[src/rtl/xadc_drp_reader_pkg.sv]
// Shared definitions for the XADC DRP sample reader.
// Holds DRP widths, the two XADC auxiliary channel register addresses,
// the reader FSM state type and the sample-pair payload layout.
package xadc_drp_package;

    localparam int unsigned XADC_DRP_DATA_WIDTH      = 16;
    localparam int unsigned XADC_DRP_AXIS_ADDR_WIDTH = 7;

    // vaux4 carries shunt current, vaux12 carries bus voltage
    localparam logic [XADC_DRP_AXIS_ADDR_WIDTH-1:0] XADC_DRP_ADDR_CURRENT_CHANNEL = 7'h14;
    localparam logic [XADC_DRP_AXIS_ADDR_WIDTH-1:0] XADC_DRP_ADDR_VOLTAGE_CHANNEL = 7'h1C;

    typedef enum logic [1:0] {
        ST_IDLE         = 2'd0,
        ST_WAIT_CURRENT = 2'd1,
        ST_WAIT_VOLTAGE = 2'd2,
        ST_PRESENT      = 2'd3
    } xadc_drp_reader_state_t;

    // One stream beat: raw DRP words, voltage in the upper half
    typedef struct packed {
        logic [XADC_DRP_DATA_WIDTH-1:0] voltage;
        logic [XADC_DRP_DATA_WIDTH-1:0] current;
    } xadc_sample_t;

endpackage

[src/rtl/xadc_drp_reader_if.sv]
// DRP port plus sample stream bundle between the reader and its neighbours.
// master: the reader (drives daddr/den/dwe/di and the sample stream).
// slave : XADC wizard/BFM together with the downstream sample sink.
interface xadc_drp_reader_if;
    import xadc_drp_package::*;

    logic [XADC_DRP_AXIS_ADDR_WIDTH-1:0] daddr_out;
    logic                                den_out;
    logic                                dwe_out;
    logic [XADC_DRP_DATA_WIDTH-1:0]      di_out;
    logic [XADC_DRP_DATA_WIDTH-1:0]      do_in;
    logic                                drdy_in;
    logic                                eos_in;
    logic [2*XADC_DRP_DATA_WIDTH-1:0]    sample_tdata_out;
    logic                                sample_tvalid_out;
    logic                                sample_tready_in;

    modport master (
        output daddr_out, den_out, dwe_out, di_out, sample_tdata_out, sample_tvalid_out,
        input  do_in, drdy_in, eos_in, sample_tready_in
    );

    modport slave (
        input  daddr_out, den_out, dwe_out, di_out, sample_tdata_out, sample_tvalid_out,
        output do_in, drdy_in, eos_in, sample_tready_in
    );

endinterface

[src/rtl/xadc_drp_reader_txn.sv]
// Single DRP read transaction engine: one den pulse, then wait for drdy or timeout.
// Ports: clk_i/rst_n_i clock and async active-low reset; start_i/addr_i launch a read;
// daddr_o/den_o registered DRP request; do_i/drdy_i DRP response;
// data_c_o/done_c_o/timeout_c_o combinational completion, valid for the cycle they are high.
module xadc_drp_read_txn
    import xadc_drp_package::*;
#(
    parameter int unsigned DRDY_TIMEOUT = 64
) (
    input  logic                                clk_i,
    input  logic                                rst_n_i,
    input  logic                                start_i,
    input  logic [XADC_DRP_AXIS_ADDR_WIDTH-1:0] addr_i,
    output logic [XADC_DRP_AXIS_ADDR_WIDTH-1:0] daddr_o,
    output logic                                den_o,
    input  logic [XADC_DRP_DATA_WIDTH-1:0]      do_i,
    input  logic                                drdy_i,
    output logic [XADC_DRP_DATA_WIDTH-1:0]      data_c_o,
    output logic                                done_c_o,
    output logic                                timeout_c_o
);

    localparam int unsigned AW    = XADC_DRP_AXIS_ADDR_WIDTH;
    localparam int unsigned CNT_W = $clog2(DRDY_TIMEOUT + 1);

    logic [AW-1:0]    daddr_q, daddr_d;
    logic             den_q, den_d;
    logic             busy_q, busy_d;
    logic [CNT_W-1:0] cnt_q, cnt_d;
    logic             expired_c;

    // cnt_q counts edges since den; drdy is still honoured on the last allowed edge
    assign expired_c   = busy_q && !drdy_i && (cnt_q == CNT_W'(DRDY_TIMEOUT - 1));
    assign done_c_o    = busy_q && drdy_i;
    assign timeout_c_o = expired_c;
    assign data_c_o    = do_i;
    assign daddr_o     = daddr_q;
    assign den_o       = den_q;

    // Launch wins over completion so a back-to-back read can start on the drdy edge
    always_comb begin
        den_d   = 1'b0;
        daddr_d = daddr_q;
        busy_d  = busy_q;
        cnt_d   = cnt_q;
        if (start_i) begin
            den_d   = 1'b1;
            daddr_d = addr_i;
            busy_d  = 1'b1;
            cnt_d   = '0;
        end else if (busy_q) begin
            if (drdy_i || expired_c) begin
                busy_d = 1'b0;
            end else begin
                cnt_d = cnt_q + CNT_W'(1);
            end
        end
    end

    always_ff @(posedge clk_i or negedge rst_n_i) begin
        if (!rst_n_i) begin
            daddr_q <= '0;
            den_q   <= 1'b0;
            busy_q  <= 1'b0;
            cnt_q   <= '0;
        end else begin
            daddr_q <= daddr_d;
            den_q   <= den_d;
            busy_q  <= busy_d;
            cnt_q   <= cnt_d;
        end
    end

endmodule

[src/rtl/xadc_drp_reader.sv]
// XADC DRP initiator: on each end-of-sequence pulse reads vaux4 (current) then
// vaux12 (voltage) and presents {voltage, current} as one valid/ready beat.
// Ports: dclk_in sole clock; reset_n_in async active-low reset; drp bundle carries
// the DRP request/response and the sample stream; dropped_count_out saturating
// count of EOS pulses seen while busy; timeout_out sticky drdy-timeout flag.
// Optional: define XADC_DRP_READER_SEQ_TAG_EN to add sample_seq_out, an 8-bit
// per-beat sequence number that advances only on accepted beats.
module xadc_drp_reader
    import xadc_drp_package::*;
#(
    parameter int unsigned DRDY_TIMEOUT     = 64,
    parameter int unsigned DROP_COUNT_WIDTH = 16
) (
    input  logic                        dclk_in,
    input  logic                        reset_n_in,
    xadc_drp_reader_if.master           drp,
    output logic [DROP_COUNT_WIDTH-1:0] dropped_count_out,
    output logic                        timeout_out
`ifdef XADC_DRP_READER_SEQ_TAG_EN
    ,
    output logic [7:0]                  sample_seq_out
`endif
);

    localparam int unsigned DW = XADC_DRP_DATA_WIDTH;
    localparam int unsigned AW = XADC_DRP_AXIS_ADDR_WIDTH;

    xadc_drp_reader_state_t      state_q, state_d;
    logic [DW-1:0]               cur_q, cur_d;
    xadc_sample_t                tdata_q, tdata_d;
    logic                        tvalid_q, tvalid_d;
    logic [DROP_COUNT_WIDTH-1:0] drop_q, drop_d;
    logic                        timeout_q, timeout_d;
`ifdef XADC_DRP_READER_SEQ_TAG_EN
    logic [7:0]                  seq_q, seq_d;
`endif

    logic          txn_start_c;
    logic [AW-1:0] txn_addr_c;
    logic [AW-1:0] txn_daddr;
    logic          txn_den;
    logic [DW-1:0] txn_data_c;
    logic          txn_done_c;
    logic          txn_timeout_c;

    // Shared read engine, reused for both channels
    xadc_drp_read_txn #(
        .DRDY_TIMEOUT (DRDY_TIMEOUT)
    ) u_txn (
        .clk_i       (dclk_in),
        .rst_n_i     (reset_n_in),
        .start_i     (txn_start_c),
        .addr_i      (txn_addr_c),
        .daddr_o     (txn_daddr),
        .den_o       (txn_den),
        .do_i        (drp.do_in),
        .drdy_i      (drp.drdy_in),
        .data_c_o    (txn_data_c),
        .done_c_o    (txn_done_c),
        .timeout_c_o (txn_timeout_c)
    );

    // Sequencing FSM and drop accounting
    always_comb begin
        state_d     = state_q;
        cur_d       = cur_q;
        tdata_d     = tdata_q;
        tvalid_d    = tvalid_q;
        drop_d      = drop_q;
        timeout_d   = timeout_q;
        txn_start_c = 1'b0;
        txn_addr_c  = XADC_DRP_ADDR_CURRENT_CHANNEL;
`ifdef XADC_DRP_READER_SEQ_TAG_EN
        seq_d       = seq_q;
`endif
        case (state_q)
            ST_IDLE: begin
                if (drp.eos_in) begin
                    txn_start_c = 1'b1;
                    state_d     = ST_WAIT_CURRENT;
                end
            end
            ST_WAIT_CURRENT: begin
                if (txn_done_c) begin
                    cur_d       = txn_data_c;
                    txn_start_c = 1'b1;
                    txn_addr_c  = XADC_DRP_ADDR_VOLTAGE_CHANNEL;
                    state_d     = ST_WAIT_VOLTAGE;
                end else if (txn_timeout_c) begin
                    timeout_d = 1'b1;
                    state_d   = ST_IDLE;
                end
            end
            ST_WAIT_VOLTAGE: begin
                if (txn_done_c) begin
                    tdata_d.voltage = txn_data_c;
                    tdata_d.current = cur_q;
                    tvalid_d        = 1'b1;
                    state_d         = ST_PRESENT;
                end else if (txn_timeout_c) begin
                    timeout_d = 1'b1;
                    state_d   = ST_IDLE;
                end
            end
            ST_PRESENT: begin
                if (drp.sample_tready_in) begin
                    tvalid_d = 1'b0;
                    state_d  = ST_IDLE;
`ifdef XADC_DRP_READER_SEQ_TAG_EN
                    seq_d    = seq_q + 8'd1;
`endif
                end
            end
            default: begin
                state_d = ST_IDLE;
            end
        endcase
        // Any EOS outside IDLE (including the handshake cycle) is discarded
        if (drp.eos_in && (state_q != ST_IDLE) && !(&drop_q)) begin
            drop_d = drop_q + DROP_COUNT_WIDTH'(1);
        end
    end

    always_ff @(posedge dclk_in or negedge reset_n_in) begin
        if (!reset_n_in) begin
            state_q   <= ST_IDLE;
            cur_q     <= '0;
            tdata_q   <= '0;
            tvalid_q  <= 1'b0;
            drop_q    <= '0;
            timeout_q <= 1'b0;
`ifdef XADC_DRP_READER_SEQ_TAG_EN
            seq_q     <= '0;
`endif
        end else begin
            state_q   <= state_d;
            cur_q     <= cur_d;
            tdata_q   <= tdata_d;
            tvalid_q  <= tvalid_d;
            drop_q    <= drop_d;
            timeout_q <= timeout_d;
`ifdef XADC_DRP_READER_SEQ_TAG_EN
            seq_q     <= seq_d;
`endif
        end
    end

    assign drp.daddr_out         = txn_daddr;
    assign drp.den_out           = txn_den;
    assign drp.dwe_out           = 1'b0;
    assign drp.di_out            = '0;
    assign drp.sample_tdata_out  = tdata_q;
    assign drp.sample_tvalid_out = tvalid_q;
    assign dropped_count_out     = drop_q;
    assign timeout_out           = timeout_q;
`ifdef XADC_DRP_READER_SEQ_TAG_EN
    assign sample_seq_out        = seq_q;
`endif

endmodule

[src/flat_wrapper.sv]
// flat-port wrapper written by rule: the top's interface ports become plain ports
module xadc_drp_reader_flat import xadc_drp_package::*;
#(
    parameter int unsigned DRDY_TIMEOUT     = 64,
    parameter int unsigned DROP_COUNT_WIDTH = 16
)
  (dclk_in, reset_n_in, dropped_count_out, timeout_out, drp_daddr_out, drp_den_out, drp_dwe_out, drp_di_out, drp_sample_tdata_out, drp_sample_tvalid_out, drp_do_in, drp_drdy_in, drp_eos_in, drp_sample_tready_in);
  xadc_drp_reader_if drp_i ();
  input  logic dclk_in;
  input  logic reset_n_in;
  output logic [DROP_COUNT_WIDTH-1:0] dropped_count_out;
  output logic timeout_out;
  output wire logic [$bits(drp_i.daddr_out)-1:0] drp_daddr_out;
  output wire logic [$bits(drp_i.den_out)-1:0] drp_den_out;
  output wire logic [$bits(drp_i.dwe_out)-1:0] drp_dwe_out;
  output wire logic [$bits(drp_i.di_out)-1:0] drp_di_out;
  output wire logic [$bits(drp_i.sample_tdata_out)-1:0] drp_sample_tdata_out;
  output wire logic [$bits(drp_i.sample_tvalid_out)-1:0] drp_sample_tvalid_out;
  input wire logic [$bits(drp_i.do_in)-1:0] drp_do_in;
  input wire logic [$bits(drp_i.drdy_in)-1:0] drp_drdy_in;
  input wire logic [$bits(drp_i.eos_in)-1:0] drp_eos_in;
  input wire logic [$bits(drp_i.sample_tready_in)-1:0] drp_sample_tready_in;
  assign drp_daddr_out = drp_i.daddr_out;
  assign drp_den_out = drp_i.den_out;
  assign drp_dwe_out = drp_i.dwe_out;
  assign drp_di_out = drp_i.di_out;
  assign drp_sample_tdata_out = drp_i.sample_tdata_out;
  assign drp_sample_tvalid_out = drp_i.sample_tvalid_out;
  assign drp_i.do_in = drp_do_in;
  assign drp_i.drdy_in = drp_drdy_in;
  assign drp_i.eos_in = drp_eos_in;
  assign drp_i.sample_tready_in = drp_sample_tready_in;
  xadc_drp_reader #(.DRDY_TIMEOUT(DRDY_TIMEOUT), .DROP_COUNT_WIDTH(DROP_COUNT_WIDTH)) u_core (.dclk_in(dclk_in), .reset_n_in(reset_n_in), .drp(drp_i), .dropped_count_out(dropped_count_out), .timeout_out(timeout_out));
endmodule
[config.mk]
export PLATFORM = sky130hd
export DESIGN_NAME = xadc_drp_reader_flat
export DESIGN_NICKNAME = d
export VERILOG_FILES = /design/src/rtl/xadc_drp_reader_pkg.sv /design/src/rtl/xadc_drp_reader_if.sv /design/src/rtl/xadc_drp_reader_txn.sv /design/src/rtl/xadc_drp_reader.sv /design/src/flat_wrapper.sv
export SDC_FILE = /design/constraint.sdc
export NUM_CORES = 1
export LEC_CHECK = 0
export ABC_CLOCK_PERIOD_IN_PS = 4900
export BUFFER_PORTS_ARGS = -buffer_cell sky130_fd_sc_hd__buf_2
export CAP_MARGIN = 20
export CORE_ASPECT_RATIO = 0.7
export CORE_MARGIN = 8
export CORE_UTILIZATION = 35
export DETAILED_ROUTE_END_ITERATION = 10
export GPL_TIMING_DRIVEN = 0
export PLACE_DENSITY = 0.66
export SLEW_MARGIN = 20
export SYNTH_ARGS = -nofsm -noshare
export SYNTH_HDL_FRONTEND = slang
export SYNTH_HIERARCHICAL = 1
export SYNTH_SLANG_ARGS = --single-unit
export TNS_END_PERCENT = 10
[constraint.sdc]
create_clock -name dclk_in -period 4.9 [get_ports dclk_in]
set_input_delay 0.98 -clock dclk_in [delete_from_list [all_inputs] [get_ports dclk_in]]
set_output_delay 0.98 -clock dclk_in [all_outputs]
set_load 0.02 [all_outputs]
# == Yosys cells after proc, flatten, opt, wreduce, memory -nomap -nowiden ==
# Cells that the tools add are included.
# op_classes
addsub,2
eq_ne,8
mux,21
bitwise_logic,1
reduce_logical,20
# ops
cell,n
$mux W7,4
$add A16 B1 Y16 const B,1
$reduce_and A16 Y1,1
$mux W2,5
$mux W1,8
$pmux W2 S4,1
$reduce_and A2 Y1,4
$add A7 B1 Y7 const B,1
$eq A7 B6 Y1 const B,1
$reduce_and A3 Y1,2
$reduce_bool A2 Y1,3
$logic_and A1 B1 Y1,5
$eq A2 B2 Y1 const B,2
$mux W4,1
$ne A2 B1 Y1 const B,2
$ne A2 B2 Y1 const B,2
$pmux W1 S2,2
$eq A2 B1 Y1 const B,1
$logic_not A1 Y1,2
$logic_not A2 Y1,1
$reduce_or A2 Y1,1
$logic_or A1 B1 Y1,1
$not A1 Y1,1
# totals
register_bits,84
inputBits,21
output_inout_bits,75
word_cells,63

# == Longest topological paths before layout ==
# Gate-level depths: netlist of the first run.
# logic_depth
ltp_word,7
ltp_mapped,12
depth_no_buf,9

# == Cells and area by module ==
# Netlist of the first run, hierarchy kept.
# modules_own_cells
module,n_inst,cells_per_inst,area_per_inst_um2,seq_area_each_um2
xadc_drp_reader,1,226,3011.6,1701.6
xadc_drp_read_txn,1,77,898.4,400.4

# == Worst setup path after synthesis of the first run ==
# No wires, ideal clock.
# synth_path
kind,input port to flip-flop
startpoint,in drp_drdy_in
endpoint,reg u_core.u_txn.cnt_q[4]
setup_time_ns,0.083
arrival_time_ns,2.608
required_time_ns,4.817
path_slack_ns,2.209
stages,9
n_path_buf,2
cell_sequence,and2_1 > nand2_1 > buf_2 > inv_1 > a21oi_1 > a21oi_1 > clkbuf_2 > or4_1 > o21ai_0
# synth_between
word_cells_on_any_way,11
classes_between,1 x eq/ne; 3 x mux; 7 x reduce/logical
# synth_lines
item,line,rtl
start: declaration,flat_wrapper.sv:20,input wire logic [$bits(drp_i.drdy_in)-1:0] drp_drdy_in;
$logic_and A1 B1 Y1 (*),xadc_drp_reader_txn.sv:34,assign done_c_o = busy_q && drdy_i;
$mux W1 (*),xadc_drp_reader.sv:84,if (txn_done_c) begin
$pmux W1 S2 (*),xadc_drp_reader.sv:76,case (state_q)
named net u_core.txn_start_c,xadc_drp_reader.sv:38,logic txn_start_c;
$ne A2 B1 Y1 (no line) / $reduce_bool A2 Y1 (equally long branches),--,
$reduce_and A2 Y1 (no line),--,
end signal: assignment,xadc_drp_reader_txn.sv:70,cnt_q <= cnt_d;
end: declaration,xadc_drp_reader_txn.sv:29,"logic [CNT_W-1:0] cnt_q, cnt_d;"
# Mark *: on every way through the listed nets, which the timed path passes. The rest lies on a longest branch.
# A chain may end at the register's enable or synchronous reset.

# == Final worst setup path of the first run ==
# layout_path
startpoint,in drp_drdy_in
endpoint,reg u_core.u_txn.cnt_q[5]
# layout_between
word_cells_on_any_way,11
classes_between,1 x eq/ne; 3 x mux; 7 x reduce/logical
# layout_lines
item,line,rtl
$logic_and A1 B1 Y1 (*),xadc_drp_reader_txn.sv:34,
named net u_core.txn_done_c,xadc_drp_reader.sv:43,logic txn_done_c;
$mux W1 (*),xadc_drp_reader.sv:84,
$pmux W1 S2 (*),xadc_drp_reader.sv:76,
named net u_core.txn_start_c,xadc_drp_reader.sv:38,
$ne A2 B1 Y1 (no line) / $reduce_bool A2 Y1 (equally long branches),--,
$reduce_and A2 Y1 (no line),--,
# Marks and branches as above.

==> run_results.csv, run 1 <==
group,metric,value,unit
timing,final.setup.tns,0,ns
yosys,synth_top_family_by_area,"multiplexers",
timing,period_share,61.56,%
yosys,ys_ff_latch,84,
timing,maxSlewViolCount,0,
finish,layout_commonest_cell,"dfrtp_1",
power_and_ir_drop,finalPower,2.731,mW
drt,via_count,2519,
die,rows,32,
drt,drc,0,
placed_design,dpl.cell_count,540,
drt,via_per_inst,4.539,
finish,layoutNonFillerInstCount,555,
yosys,syn_area_per_cell,12.90,µm²
finish,area_delta_synth_final,22.91,%
yosys,yosysSeqAreaShare,53.76,%
critical_path,crit_required,5.12,ns
yosys,yosys_warnings,6,
drt,drt_iter0_drc,89,
critical_path,worstPathMaxFanout,10,
global_route,grt_max_degree,46,
yosys,synthMuxAreaShare,17.02,%
die,ios,96,
clock_network,cts_setup_buffers,0,
power_and_ir_drop,vdd_drop_max,0.2467,mV
placed_design,io_buffer_count,62,
timing,fmax,331.5,MHz
global_route,grt_util_all_layers,11.89,%
yosys,synth_simple_gate_area_share,8.992,%
clock_network,cts_buffer_depth,2,
global_route,antenna_found_initial,0,
drt,wl_per_cell,14.99,µm
yosys,syn_area,0.003910,mm²
worst_hold_path,min_path_type,"reg -> reg",
finish,nNetsFinal,427,
yosys,synthXorXnorAreaFrac,2.912,%
drt,wl,8318,µm
critical_path,setup.worst_path.end_class,"flip-flop",
finish,fin_util,43.81,%
die,fp.dieH,104.4,µm
finish,num_antenna_cells,0,
global_route,grt_first_pass_wirelength,14030,µm
timing,rsz0062_at_grt,"false",
critical_path,critPathLaunchType,"input pin",
placed_design,pre_cts_ws,1.508,ns
placed_design,hpwlAfterDp,6240,µm
yosys,synth-main-ff-cell,"dfrtp_1",
die,fp.coreArea,0.01097,mm²
job,cap_viol_max_count,0,
finish,drive_above_1_share,46.02,%
critical_path,path_class,"in -> reg",
clock_network,holdBufCountCts,0,
power_and_ir_drop,power.leakage,2.459,nW
timing,tightest_slew,0.5758,ns
yosys,synth_edf_count,0,
clock_network,ctsResizeCount,0,
timing,setup_viol,0,
placed_design,place.gp.congestion,0.7892,
timing,min_period,3.016,ns
die,fp.dieW,142.3,µm
drt,ant_nets,0,
clock_network,cts_made_buffers,9,
global_route,grt_pass1_vias,2714,
clock_network,path_clk_slew,0.06,ns
timing,worst_hold_slack,0.4645,ns
finish,mostFrequentLayoutCells,"84 x dfrtp_1, 66 x buf_2, 55 x mux2_2, 34 x buf_4, 23 x conb_1",
global_route,grt_overflow,0,
critical_path,worstPathArrival,3.23,ns
drt,drt-pass1-iter-count,4,
timing,finalWorstSetupSlack,1.884,ns
yosys,synthAdderAreaFrac,2.560,%
placed_design,dpl_cell_area,0.004513,mm²
yosys,async_flop_share,100.0,%
clock_network,cts-root-buf,"clkbuf_16",
clock_network,clock-sinks,84,
timing,finClkSkew,0.003461,ns
yosys,yosysUniqueCellTypes,50,
clock_network,cts_tree,"built",
finish,postLayoutCellArea,0.004806,mm²
timing,max_slew_margin,61.61,%
yosys,synth-compound-area-share,6.496,%
die,dieArea,0.01486,mm²
clock_network,clock_latency,0.33,ns
run_status,status,"completed",
yosys,synthCells,303,
timing,finalHoldViolations,0,
finish,fillers,1071,
die,initial_core_util,35.64,%
clock_network,htreeDepth,3,
power_and_ir_drop,powerDensity,568.3,mW/mm²
==> where the power goes <==
| part | internal, mW | switching, mW | total (mW) |
|---|---|---|---|
| logic | 0.426 | 0.534 | 0.961 |
| clock network | 0.405 | 0.263 | 0.668 |
| registers | 0.943 | 0.159 | 1.10 |
==> synthesized netlist by cell type, types with 2 or more instances <==
| library cell | number | area share, % |
|---|---|---|
| dfrtp_1 | 84 | 54 |
| mux2_2 | 55 | 16 |
| buf_4 | 33 | 6.3 |
| nand2_1 | 18 | 1.7 |
| inv_1 | 10 | 0.96 |
| nor2_1 | 9 | 0.86 |
| ha_1 | 8 | 2.6 |
| xor2_1 | 8 | 1.8 |
| a211oi_1 | 5 | 0.96 |
| a21oi_1 | 5 | 0.64 |
| buf_2 | 5 | 0.64 |
| nand4_1 | 5 | 0.80 |
| xnor2_1 | 5 | 1.1 |
| nor2b_1 | 4 | 0.64 |
| nand2b_1 | 3 | 0.48 |
| nand3_1 | 3 | 0.38 |
| nor3_1 | 3 | 0.38 |
| nor4_1 | 3 | 0.48 |
| conb_1 | 2 | 0.19 |
| mux2i_1 | 2 | 0.51 |
| nand3b_1 | 2 | 0.38 |
| nand4_2 | 2 | 0.64 |
| o21ai_0 | 2 | 0.26 |
==> registers in the layout (all words and copies together), names as in the netlist <==
name                          flops
u_core/dropped_count_out         16
u_core/drp.sample_tvalid_out      1
u_core/u_txn/den_o                1
u_core/drp.sample_tdata_out      32
u_core/state_q                    2
u_core/u_txn/busy_q               1
u_core/timeout_out                1
u_core/cur_q                     16
u_core/u_txn/cnt_q                7
u_core/u_txn/daddr_o              7
==> worst max-delay path, stage by stage <==
cell and delay, ns:
buf_2 0.11, and2_1 0.24, nand2_1 0.31, buf_2 0.34
inv_1 0.12, a21oi_1 0.07, a21oi_1 0.19, clkbuf_2 0.24
buf_2 0.25, nor2_1 0.07, mux2_1 0.30
==> final timing paths <==
path	start	end	slack, ns	depth (start not counted)
max	drp_drdy_in	u_core/u_txn/cnt_q[5]$_DFFE_PN0P_	1.88	11
min	u_core/timeout_out$_DFFE_PN0P_	u_core/timeout_out$_DFFE_PN0P_	0.46	1
max reg2reg	u_core/u_txn/busy_q$_DFF_PN0_	u_core/u_txn/cnt_q[5]$_DFFE_PN0P_	2.17	10
min reg2reg	u_core/timeout_out$_DFFE_PN0P_	u_core/timeout_out$_DFFE_PN0P_	0.46	1
max in group asynchronous	reset_n_in	u_core/u_txn/busy_q$_DFF_PN0_	3.64	2
min in group asynchronous	reset_n_in	u_core/drp.sample_tdata_out[23]$_DFFE_PN0P_	0.64	1
==> final cells by class <==
| class | count | area [µm²] | share of cell area (%) |
|---|---|---|---|
| Sequential cell | 84 | 2102 | 43.74 |
| Multi-Input combinational cell | 191 | 1572 | 32.70 |
| Timing Repair Buffer | 63 | 332.8 | 6.925 |
| Buffer | 39 | 277.8 | 5.780 |
| Clock buffer | 11 | 242.7 | 5.051 |
| Tap cell | 153 | 191.4 | 3.983 |
| Clock inverter | 4 | 50.05 | 1.041 |
| Inverter | 10 | 37.54 | 0.7810 |
==> routing by layer <==
metal / track usage [%] / up-vias / wire length, µm
met5: 0 / - / 0
li1: - / 1198 / -
met4: 4.082 / 0 / 97
met2: 18.28 / 69 / 3782
met1: 14.35 / 1241 / 3759
met3: 5.548 / 11 / 679
==> logic make-up (layout without fill, tap and decap cells) <==
logic type,after synthesis,count (layout)
adders and majority gates,8,8
other,2,23
xor gates and xnor gates,13,13
DFF,84,84
AOI/OAI and AO/OA,28,28
buffers and inverters,49,127
and+or+nand+nor,60,60
muxes,59,59
Power figures use the tool's default switching activity.
==> run 2, diff against run 1 <==
--- a/config.mk
+++ b/config.mk
@@ -5,7 +5,7 @@
 export SDC_FILE = /design/constraint.sdc
 export NUM_CORES = 1
 export LEC_CHECK = 0
-export ABC_CLOCK_PERIOD_IN_PS = 4900
+export ABC_CLOCK_PERIOD_IN_PS = 2700
 export BUFFER_PORTS_ARGS = -buffer_cell sky130_fd_sc_hd__buf_2
 export CAP_MARGIN = 20
 export CORE_ASPECT_RATIO = 0.7
@@ -13,7 +13,7 @@
 export CORE_UTILIZATION = 35
 export DETAILED_ROUTE_END_ITERATION = 10
 export GPL_TIMING_DRIVEN = 0
-export PLACE_DENSITY = 0.66
+export PLACE_DENSITY = 0.68
 export SLEW_MARGIN = 20
 export SYNTH_ARGS = -nofsm -noshare
 export SYNTH_HDL_FRONTEND = slang
==> constraint.sdc (replaced) <==
create_clock -name dclk_in -period 2.7 [get_ports dclk_in]
set_input_delay 0.54 -clock dclk_in [delete_from_list [all_inputs] [get_ports dclk_in]]
set_output_delay 0.54 -clock dclk_in [all_outputs]
set_load 0.02 [all_outputs]
==> run 2 against run 1 <==
- critical endpoint unchanged
- global-route usage rose by 0.18 points
- clock power rose by 71%
- critical path depth did not move
- largest cell class unchanged
- sequential power up 82%
==> run_results.csv, run 2 (synthesis gave the netlist of run 1 again) <==
group,metric,value,unit
run_status,status,"completed",
timing,finClkSkew,0.005446,ns
global_route,grt_first_pass_wirelength,14300,µm
clock_network,holdBufCountCts,0,
critical_path,critical_path.max_stage_delay,0.41,ns
clock_network,path_clk_slew,0.06,ns
power_and_ir_drop,powerDensity,1024,mW/mm²
die,fp.dieH,104.4,µm
global_route,grt_util_all_layers,12.08,%
power_and_ir_drop,power.leakage,2.467,nW
critical_path,r2r_cells,11,
clock_network,htreeDepth,3,
drt,wl_per_cell,15.40,µm
finish,nNetsFinal,427,
timing,period_share,90.67,%
critical_path,r2r-start,"u_core/state_q[1]$_DFFE_PN0P_",
clock_network,cts-root-buf,"clkbuf_16",
clock_network,cts_tree,"built",
placed_design,hpwlAfterDp,6535,µm
finish,largest_reg_flops,32,
critical_path,critPathLaunchType,"flip-flop",
global_route,grt_overflow,0,
critical_path,crit_path_start,"u_core/state_q[1]$_DFFE_PN0P_",
finish,area_delta_synth_final,23.04,%
critical_path,crit_path_cell_trace,"inv_1 > ha_1 > nand2_2 > clkbuf_4 > inv_1 > a21oi_1 > a21oi_1 > clkbuf_4 > clkbuf_4 > nor2_1 > mux2_1",
die,ios,96,
timing,max_slew_margin,63.05,%
clock_network,clock_latency,0.34,ns
timing,maxSlewViolCount,0,
timing,setup_viol,0,
clock_network,cts_setup_buffers,0,
timing,min_period,2.448,ns
timing,final.setup.tns,0,ns
job,cap_viol_max_count,0,
placed_design,place.gp.congestion,0.7543,
critical_path,cpMostUsedCell,"clkbuf_4",
timing,fmax,408.5,MHz
die,initial_core_util,35.64,%
drt,drt_iter0_drc,115,
finish,mostFrequentLayoutCells,"84 x dfrtp_1, 64 x buf_2, 55 x mux2_2, 34 x buf_4, 23 x conb_1",
timing,tightest_slew,0.5543,ns
finish,postLayoutCellArea,0.004811,mm²
timing,rsz0062_at_grt,"false",
clock_network,clock-sinks,84,
drt,drt-pass1-iter-count,4,
drt,via_count,2574,
finish,drive_above_1_share,46.90,%
timing,worst_hold_slack,0.1940,ns
die,dieArea,0.01486,mm²
critical_path,setup.worst_path.end_class,"flip-flop",
critical_path,crit_required,2.92,ns
critical_path,worstPathArrival,2.66,ns
power_and_ir_drop,vdd_drop_max,0.5821,mV
critical_path,worstPathMaxFanout,10,
drt,drc,0,
global_route,grt_pass1_vias,2780,
die,rows,32,
critical_path,path_class,"reg -> reg",
critical_path,r2r_end,"u_core/u_txn/cnt_q[5]$_DFFE_PN0P_",
drt,via_per_inst,4.629,
drt,ant_nets,0,
critical_path,crit_slowest_cell,"dfrtp_1",
clock_network,ctsResizeCount,1,
finish,layout_commonest_cell,"dfrtp_1",
timing,finalHoldViolations,0,
clock_network,cts_buffer_depth,2,
clock_network,cts_made_buffers,9,
finish,num_antenna_cells,0,
worst_hold_path,min_path_type,"in -> async",
die,fp.coreArea,0.01097,mm²
placed_design,io_buffer_count,62,
global_route,antenna_found_initial,0,
critical_path,r2r_slack,0.25,ns
placed_design,dpl_cell_area,0.004521,mm²
global_route,grt_max_degree,45,
drt,wl,8564,µm
die,fp.dieW,142.3,µm
run 2: cell types whose count changed in the layout (fill, tap and decap cells not counted), moves of 2 or more:
cell,delta
clkinv_4,+2
clkinv_2,+2
buf_2,-2
clkbuf_4,+3
run 2: worst max path at each step:
stage,endpoint,slack (ns),cells after the start
2_1_floorplan,u_core/u_txn/cnt_q[4]$_DFFE_PN0P_,0.45,9
5_1_grt,u_core/u_txn/cnt_q[5]$_DFFE_PN0P_,0.01,11
3_3_place_gp,u_core/u_txn/daddr_o[3]$_DFFE_PN0P_,-0.19,10
4_1_cts,u_core/u_txn/daddr_o[3]$_DFFE_PN0P_,0.15,10
6_report,u_core/u_txn/cnt_q[5]$_DFFE_PN0P_,0.25,11
3_5_place_dp,u_core/u_txn/daddr_o[3]$_DFFE_PN0P_,-0.21,10
run 2: cell type report:
class,instances,area [µm²]
Sequential cell,84,2102
Multi-Input combinational cell,191,1575
Timing Repair Buffer,63,340.3
Tap cell,153,191.4
Clock buffer,10,239.0
Buffer,39,285.3
Clock inverter,6,40.04
Inverter,10,37.54
Fill cell,1028,6160
run 2: where the power goes:
group	total, mW	internal, mW	switching, mW
Combinational	1.78	0.789	0.993
Clock	1.14	0.646	0.494
Sequential	2.00	1.71	0.292
Total	4.93	3.15	1.78
run 2: routing by layer:
layer | GRT usage, % | routed length [µm] | up-vias
met5 | 0 | 0 | -
met4 | 4.006 | 102 | 0
met3 | 6.006 | 740 | 9
met2 | 19.16 | 3993 | 67
met1 | 13.91 | 3728 | 1293
li1 | - | - | 1205
run 2: through the flow:
step | setup slack, ns | utilization, % | instances | power [mW]
floorplan | 0.4494 | - | 324 | 3.208
global placement | -0.1864 | 40.93 | 539 | 3.721
detailed placement | -0.2104 | 41.21 | 540 | 3.819
CTS | 0.1468 | 43.77 | 556 | 4.983
global route | 0.01175 | 43.85 | 556 | 5.234
finish | 0.2518 | 43.85 | 556 | 4.925
run 2: critical path, delay by kind of cell (launching register included):
kind            cells  cell delay (ns)
fa+ha+maj           1             0.18
mux                 1             0.29
flops               1             0.41
simple gates        2             0.23
buf+inv             5             0.96
compound gates      2             0.25
